$ cat src/rtl/unidade_controle.sv
// Multicycle MIPS main control FSM: fetch/decode/execute/memory/write-back sequencing,
// datapath selects, write enables and an illegal-opcode pulse. Optional addi support
// is compiled in with the macro UNIDADE_CONTROLE_ADDI_EN.
module unidade_controle (
  input  logic       clk,
  input  logic       reset,
  input  logic [0:5] opcode,
  input  logic       zero,
  output logic [0:1] OpALU,
  output logic       ALUSrcA,
  output logic [1:0] ALUSrcB,
  output logic [1:0] PCSrc,
  output logic       IorD,
  output logic       IRWrite,
  output logic       MemWrite,
  output logic       RegWrite,
  output logic       RegDst,
  output logic       MemtoReg,
  output logic       pc_en,
  output logic       erro_opcode,
  output logic [3:0] estado
);

  typedef enum logic [3:0] {
    S_FETCH    = 4'd0,
    S_DECODE   = 4'd1,
    S_MEMADR   = 4'd2,
    S_MEMREAD  = 4'd3,
    S_MEMWB    = 4'd4,
    S_MEMWRITE = 4'd5,
    S_EXECUTE  = 4'd6,
    S_ALUWB    = 4'd7,
    S_BRANCH   = 4'd8,
`ifdef UNIDADE_CONTROLE_ADDI_EN
    S_ADDIEXEC = 4'd9,
    S_ADDIWB   = 4'd10,
`endif
    S_JUMP     = 4'd11
  } state_t;

  localparam logic [5:0] OP_RTYPE = 6'b000000;
  localparam logic [5:0] OP_LW    = 6'b100011;
  localparam logic [5:0] OP_SW    = 6'b101011;
  localparam logic [5:0] OP_BEQ   = 6'b000100;
  localparam logic [5:0] OP_J     = 6'b000010;
`ifdef UNIDADE_CONTROLE_ADDI_EN
  localparam logic [5:0] OP_ADDI  = 6'b001000;
`endif

  state_t     state_q;
  state_t     state_d;
  logic [5:0] op;

  // opcode port is declared [0:5] with bit 0 as MSB; packing keeps numeric value.
  assign op = opcode;

  always_ff @(posedge clk) begin
    if (reset) begin
      state_q <= S_FETCH;
    end else begin
      state_q <= state_d;
    end
  end

  always_comb begin
    state_d = S_FETCH;
    case (state_q)
      S_FETCH: state_d = S_DECODE;
      S_DECODE: begin
        case (op)
          OP_RTYPE:      state_d = S_EXECUTE;
          OP_LW, OP_SW:  state_d = S_MEMADR;
          OP_BEQ:        state_d = S_BRANCH;
          OP_J:          state_d = S_JUMP;
`ifdef UNIDADE_CONTROLE_ADDI_EN
          OP_ADDI:       state_d = S_ADDIEXEC;
`endif
          default:       state_d = S_FETCH;
        endcase
      end
      S_MEMADR:   state_d = (op == OP_LW) ? S_MEMREAD : S_MEMWRITE;
      S_MEMREAD:  state_d = S_MEMWB;
      S_EXECUTE:  state_d = S_ALUWB;
`ifdef UNIDADE_CONTROLE_ADDI_EN
      S_ADDIEXEC: state_d = S_ADDIWB;
`endif
      default:    state_d = S_FETCH;
    endcase
  end

  logic       pc_write;
  logic       branch;
  logic       op_legal;

  always_comb begin
    op_legal = 1'b0;
    case (op)
      OP_RTYPE, OP_LW, OP_SW, OP_BEQ, OP_J: op_legal = 1'b1;
`ifdef UNIDADE_CONTROLE_ADDI_EN
      OP_ADDI:                              op_legal = 1'b1;
`endif
      default:                              op_legal = 1'b0;
    endcase
  end

  always_comb begin
    OpALU       = 2'b00;
    ALUSrcA     = 1'b0;
    ALUSrcB     = 2'b00;
    PCSrc       = 2'b00;
    IorD        = 1'b0;
    IRWrite     = 1'b0;
    MemWrite    = 1'b0;
    RegWrite    = 1'b0;
    RegDst      = 1'b0;
    MemtoReg    = 1'b0;
    pc_write    = 1'b0;
    branch      = 1'b0;
    erro_opcode = 1'b0;
    estado      = state_q;
    case (state_q)
      S_FETCH: begin
        IRWrite  = 1'b1;
        pc_write = 1'b1;
        ALUSrcB  = 2'b01;
      end
      S_DECODE: begin
        ALUSrcB     = 2'b11;
        erro_opcode = ~op_legal;
      end
      S_MEMADR: begin
        ALUSrcA = 1'b1;
        ALUSrcB = 2'b10;
      end
      S_MEMREAD:  IorD = 1'b1;
      S_MEMWB: begin
        RegWrite = 1'b1;
        MemtoReg = 1'b1;
      end
      S_MEMWRITE: begin
        IorD     = 1'b1;
        MemWrite = 1'b1;
      end
      S_EXECUTE: begin
        ALUSrcA = 1'b1;
        OpALU   = 2'b10;
      end
      S_ALUWB: begin
        RegWrite = 1'b1;
        RegDst   = 1'b1;
      end
      S_BRANCH: begin
        ALUSrcA = 1'b1;
        OpALU   = 2'b01;
        PCSrc   = 2'b01;
        branch  = 1'b1;
      end
`ifdef UNIDADE_CONTROLE_ADDI_EN
      S_ADDIEXEC: begin
        ALUSrcA = 1'b1;
        ALUSrcB = 2'b10;
      end
      S_ADDIWB:   RegWrite = 1'b1;
`endif
      S_JUMP: begin
        PCSrc    = 2'b10;
        pc_write = 1'b1;
      end
      default: ;
    endcase

    // Reset silences everything combinationally so an aborted instruction writes nothing.
    if (reset) begin
      OpALU       = 2'b00;
      ALUSrcA     = 1'b0;
      ALUSrcB     = 2'b00;
      PCSrc       = 2'b00;
      IorD        = 1'b0;
      IRWrite     = 1'b0;
      MemWrite    = 1'b0;
      RegWrite    = 1'b0;
      RegDst      = 1'b0;
      MemtoReg    = 1'b0;
      pc_write    = 1'b0;
      branch      = 1'b0;
      erro_opcode = 1'b0;
      estado      = 4'd0;
    end
  end

  assign pc_en = pc_write | (branch & zero);

endmodule

$ cat config.mk
export PLATFORM = sky130hd
export DESIGN_NAME = unidade_controle
export DESIGN_NICKNAME = d
export VERILOG_FILES = /design/src/rtl/unidade_controle.sv
export SDC_FILE = /design/constraint.sdc
export NUM_CORES = 1
export LEC_CHECK = 0
export ABC_AREA = 1
export CAP_MARGIN = 5
export CORE_MARGIN = 1
export CORE_UTILIZATION = 35
export CTS_CLUSTER_DIAMETER = 60
export DETAILED_ROUTE_END_ITERATION = 12
export MAX_ROUTING_LAYER = met4
export PLACE_DENSITY = 0.76
export SYNTH_ARGS = -nofsm -noshare
export SYNTH_HDL_FRONTEND = slang
export SYNTH_SLANG_ARGS = --single-unit
export TNS_END_PERCENT = 1
$ cat constraint.sdc
create_clock -name clk -period 1.4 [get_ports clk]
set_input_delay 0.28 -clock clk [delete_from_list [all_inputs] [get_ports clk]]
set_output_delay 0.28 -clock clk [all_outputs]
set_load 0.02 [all_outputs]
== After elaboration in Yosys (flattened, before gate mapping) ==
Cells that the tools add are included.

* Multiplexer cells: 31
* Reductions and logical operators: 8
* Bitwise logic cells: 3
* Equal/unequal tests: 13

{| class="wikitable"
|+ Operators by type and width
! kind !! number
|-
| $mux W1 || 21
|-
| $pmux W4 S5 || 1
|-
| $eq A4 B3 Y1 const B || 4
|-
| $pmux W4 S4 || 1
|-
| $eq A6 B6 Y1 const B || 2
|-
| $eq A4 B2 Y1 const B || 2
|-
| $eq A4 B4 Y1 const B || 2
|-
| $pmux W2 S2 || 2
|-
| $reduce_or A2 Y1 || 4
|-
| $eq A6 B2 Y1 const B || 1
|-
| $eq A6 B3 Y1 const B || 1
|-
| $logic_not A6 Y1 || 1
|-
| $mux W2 || 3
|-
| $pmux W2 S3 || 1
|-
| $reduce_or A5 Y1 || 1
|-
| $eq A4 B1 Y1 const B || 1
|-
| $logic_not A4 Y1 || 1
|-
| $mux W4 || 1
|-
| $mux W3 || 1
|-
| $reduce_or A3 Y1 || 1
|-
| $and A1 B1 Y1 || 1
|-
| $not A1 Y1 || 1
|-
| $or A1 B1 Y1 || 1
|}

* Register bits: 4
* Logic and storage cells: 56

== Depth between registers and ports, before layout ==
* Word-level depth: 6
* Gate-level depth with buffers: 8

== Least setup slack after synthesis ==
No wires, ideal clock.

* Path kind: input port to output port
* Start: in reset
* End: out IorD
* Required time: 1.120 ns
* Arrival time: 1.343 ns
* Buffers on the path: 1
* Slack: -0.223 ns
* Stages on the path: 4
* Path through: buf_6 > nor2_1 > nand2_1 > o22ai_1

* Word-level cells in the longest chain between the ends: 1

{| class="wikitable"
|+ RTL lines
! what !! line !! source
|-
| start, declared || 6 || <nowiki>input logic reset,</nowiki>
|-
| $mux W1 || 173 || <nowiki>if (reset) begin</nowiki>
|-
| end, declared || 13 || <nowiki>output logic IorD,</nowiki>
|}

No other way between the ends.

== Final worst setup path ==
* Start: reg state_q[2]
* End: out ALUSrcB[1]

* Word-level cells in the longest chain between the ends: 3

{| class="wikitable"
|+ RTL lines
! what !! line !! source
|-
| start, declared || 50 || <nowiki>state_t state_q;</nowiki>
|-
| start signal, assigned || 61 || <nowiki>state_q <= state_d;</nowiki>
|-
| $eq A4 B2 Y1 (tied with other cells) || 121 || <nowiki>case (state_q)</nowiki>
|-
| $pmux W2 S3 (*) || 121 ||
|-
| $mux W2 (*) || 173 ||
|-
| end, declared || 11 || <nowiki>output logic [1:0] ALUSrcB,</nowiki>
|}

Every way passes the cells marked *; elsewhere a longest branch is shown, timed or not.

==> metrics.md <==
| Metric | Value |
|---|---|
| Cell Count Post-Placement | `139` |
| Average instance area after synthesis | `5.77 um2` |
| Crit end category | `primary output` |
| Routed WL | `1760 um` |
| Hold Path Depth | `3` |
| Die height | `38.3 um` |
| Reported max-cap violation count | `0` |
| End of the worst hold path | `state_q[3]` |
| Die Wd | `38.3 um` |
| Register with the most flip-flops | `state_q` |
| Adder and majority gate portion of the synthesized area | `0` |
| Number of routed nets with antenna violations | `0` |
| CTS clock-pin slew for the worst setup and hold paths | `0.04 ns` |
| Worst Clk Skew | `0.00985 ns` |
| Cell at the slowest stage of the critical path | `sky130_fd_sc_hd__dfxtp_2` |
| Complex-gate fraction of the synthesized area | `0.103` |
| Filler instances | `79` |
| Arrival time of the worst setup path | `1.23 ns` |
| Synth Area in Simple Gates | `0.585` |
| Clock tree from TritonCTS | `yes` |
| Final setup margin | `-0.112 ns` |
| Violated checks | `setup timing` |
| Xor/xnor cell area share of the yosys netlist | `0` |
| Crit path kind | `flop to primary output` |
| Hold path start | `opcode[3]` |
| Leading cell type in the layout, fill and taps excluded | `sky130_fd_sc_hd__buf_4` |
| Critical path data required time | `1.12 ns` |
| Final min period | `1.51 ns` |
| Number of cells on the worst reg-to-reg path | `9` |
| Final period util | `1.08` |
| Number of antenna violations at the first check in global routing | `0` |
| Slew margin rel. | `0.864` |
| Commonest cells after routing, fill and taps aside | `sky130_fd_sc_hd__buf_4 (31), sky130_fd_sc_hd__nand2_1 (13), sky130_fd_sc_hd__nor2_1 (9)` |
| Terminus of the critical flop-to-flop path | `state_q[1]` |
| Combinational family with the most area after synthesis | `simple AND/OR/NAND/NOR gates` |
| Slowest stage delay, CP | `0.33 ns` |
| Total number of yosys warnings | `0` |
| Number of detailed-routing iterations run before antenna repair | `4` |
| Ratio of total power to cell area | `438 nW/um2` |
| Area inside the core boundary | `1170 um2` |
| Cell-by-cell trace of the critical path | `inv_4, nand2_4, nor2_4, inv_1, a21oi_1, buf_4` |
| Number of buffers inserted for hold repair after clock tree synthesis | `0` |
| I/O pin count | `28` |
| Total die area | `1470 um2` |
| Port-buffer cells | `27` |
| Estimated wirelength of the detail-placed design | `1250 um` |
| Layout area overhead | `115%` |
| CTS sink cnt | `4` |
| Cell taking the most area after synthesis | `sky130_fd_sc_hd__dfxtp_1` |
| Peak fanout along the critical path | `4` |
| Mapped cell area | `462 um2` |
| Mux share of post-synthesis cell area | `0` |
| Pin count of the biggest net entering global routing | `7` |
| Inserted Clock Buffers | `3` |
| Via count of the first global-routing pass | `638` |
| Net count of the finished layout | `141` |
| Number of synthesized register bits | `4` |
| Fraction of final layout cells sized beyond drive strength 1 | `0.608` |
| Global-route wire length before repair | `2750 um` |
| Worst slack, placed | `-0.881 ns` |
| Portion of the post-synthesis area used by sequential elements | `0.173` |
| Clk Latency, worst-skew pair | `0.24 ns` |
| Maximum root-to-sink buffer count | `2` |
| Max-slew violation count | `0` |
| Post-Synthesis Cells | `80` |
| Count of routing violations after the opening detailed-route iteration | `44` |
| Average vias per placed instance | `5.02` |
| Worst hold path type | `primary input to flop` |
| Via count | `723` |
| Remaining Overflow, GRT | `0` |
| DRC violations left | `0` |
| Initial core utilization | `0.394` |
| Distinct cell type count of the synthesized netlist | `19` |
| Row count | `12` |
| Top cells by area in the synthesized netlist | `sky130_fd_sc_hd__dfxtp_1 (17%), sky130_fd_sc_hd__nor2_1 (15%), sky130_fd_sc_hd__nand2_1 (12%)` |
| Run status | `finished, violations left` |
| Max Clock Freq | `661 MHz` |
| Actual transition at the worst max-transition pin | `0.204 ns` |
| Setup repair after global routing missed its margin | `true` |
| Synthesized net count | `89` |
| Root Buffer Master | `sky130_fd_sc_hd__clkbuf_4` |
| Placer Congestion | `0.846` |
| Post-layout instance count excluding filler cells | `144` |
| Antenna cells | `0` |
| Fin. Hold Viols | `0` |
| Type of origin of the critical path | `flop` |
| Launch instance of the worst register-to-register path | `state_q[1]` |
| Share of Yosys cell area claimed by the top area cell type | `0.173` |
| Leakage component of the power | `0.519 nW` |
| CTS H-tree depth | `1` |
| Maximum vdd drop | `0.515 mV` |
| R2R Setup Slk | `0.11 ns` |
| Largest registers | `state_q (4)` |
| Combined global-route utilization of all metal layers | `0.280` |
| Total of endpoints with negative setup slack in the final report | `8` |
| Average detailed-routed wire length per instance | `12.2 um` |
| Largest register FFs | `4` |
==> per-layer routing <==
layer	track usage	wire [um]
met2	0.445	882
met4	0.125	17
met3	0.0407	83
met1	0.347	779
met5	-	0
==> per-stage QoR <==
| step | utilization | cell area (um2) | hold WS, ns | power (mW) | setup TNS (ns) |
|---|---|---|---|---|---|
| detailed placement | 0.799 | 936 | 0.587 | 0.283 | -14.70 |
| finish | 0.847 | 992 | 0.536 | 0.434 | -0.553 |
| global route | 0.847 | 992 | 0.550 | 0.457 | -1.31 |
| floorplan | - | 517 | 0.470 | 0.202 | -0.0543 |
| CTS | 0.811 | 950 | 0.525 | 0.431 | -0.590 |
| global placement | 0.799 | 936 | 0.588 | 0.280 | -14.15 |
==> kinds of logic (layout without fill, tap and decap cells) <==
| kind of cell | count (synthesis) | in the layout |
|---|---|---|
| AOI/OAI and AO/OA | 8 | 8 |
| buffers and inverters | 15 | 65 |
| DFF | 4 | 4 |
| and+or+nand+nor | 53 | 53 |
==> worst max-delay path by stage <==
stage	start	endpoint	cells past startpoint	slack, ns
3_5_place_dp	reset	pc_en	7	-0.88
2_1_floorplan	reset	pc_en	6	-0.05
5_1_grt	state_q[2]	erro_opcode	6	-0.18
4_1_cts	state_q[3]	erro_opcode	6	-0.12
6_report	state_q[2]	ALUSrcB[1]	6	-0.11
3_3_place_gp	reset	pc_en	7	-0.85
==> cell usage after synthesis <==
cell,number
sky130_fd_sc_hd__inv_1,11
sky130_fd_sc_hd__buf_6,1
sky130_fd_sc_hd__nor2_4,3
sky130_fd_sc_hd__dfxtp_1,4
sky130_fd_sc_hd__nand2_2,2
sky130_fd_sc_hd__inv_2,3
sky130_fd_sc_hd__nand4_2,1
sky130_fd_sc_hd__a21oi_1,5
sky130_fd_sc_hd__o32ai_1,1
sky130_fd_sc_hd__nand4_1,2
sky130_fd_sc_hd__o22ai_1,1
sky130_fd_sc_hd__nor2_2,2
sky130_fd_sc_hd__nand2_4,1
sky130_fd_sc_hd__o211ai_1,1
sky130_fd_sc_hd__nor2_1,19
sky130_fd_sc_hd__nand3_1,6
sky130_fd_sc_hd__nand3b_1,1
sky130_fd_sc_hd__nand2_1,15
sky130_fd_sc_hd__nor3_2,1
==> repair_timing <==
| item | 4_1_cts | 5_1_grt |
|---|---|---|
| endpoints found under the setup margin | 19 | 15 |
| resized for setup | 112 | 12 |
| setup buffers | 1 | 1 |
| pin swaps | 4 | 1 |
==> power breakdown <==
part / switching (mW) / internal [mW] / leakage, nW
Sequential: 0.00561 / 0.116 / 0.0349
Combinational: 0.0898 / 0.0743 / 0.470
Clock: 0.0526 / 0.0963 / 0.0138
==> final cells by class <==
type / instances / area, um2 / share of cell area
tap: 14 / 17.5 / 0.0177
clock buffer: 3 / 22.5 / 0.0227
inverter: 14 / 60.1 / 0.0605
sequential: 4 / 90.1 / 0.0908
timing repair buffer: 48 / 389 / 0.392
multi-input combinational: 61 / 413 / 0.416
==> worst max-delay path, delay by kind of cell, from the launching register on <==
family,cells,cell delay [ns]
buffers and inverters,3,0.36
DFF,1,0.33
AOI/OAI and AO/OA,1,0.13
and+or+nand+nor,2,0.17
Power figures use the tool's default switching activity.
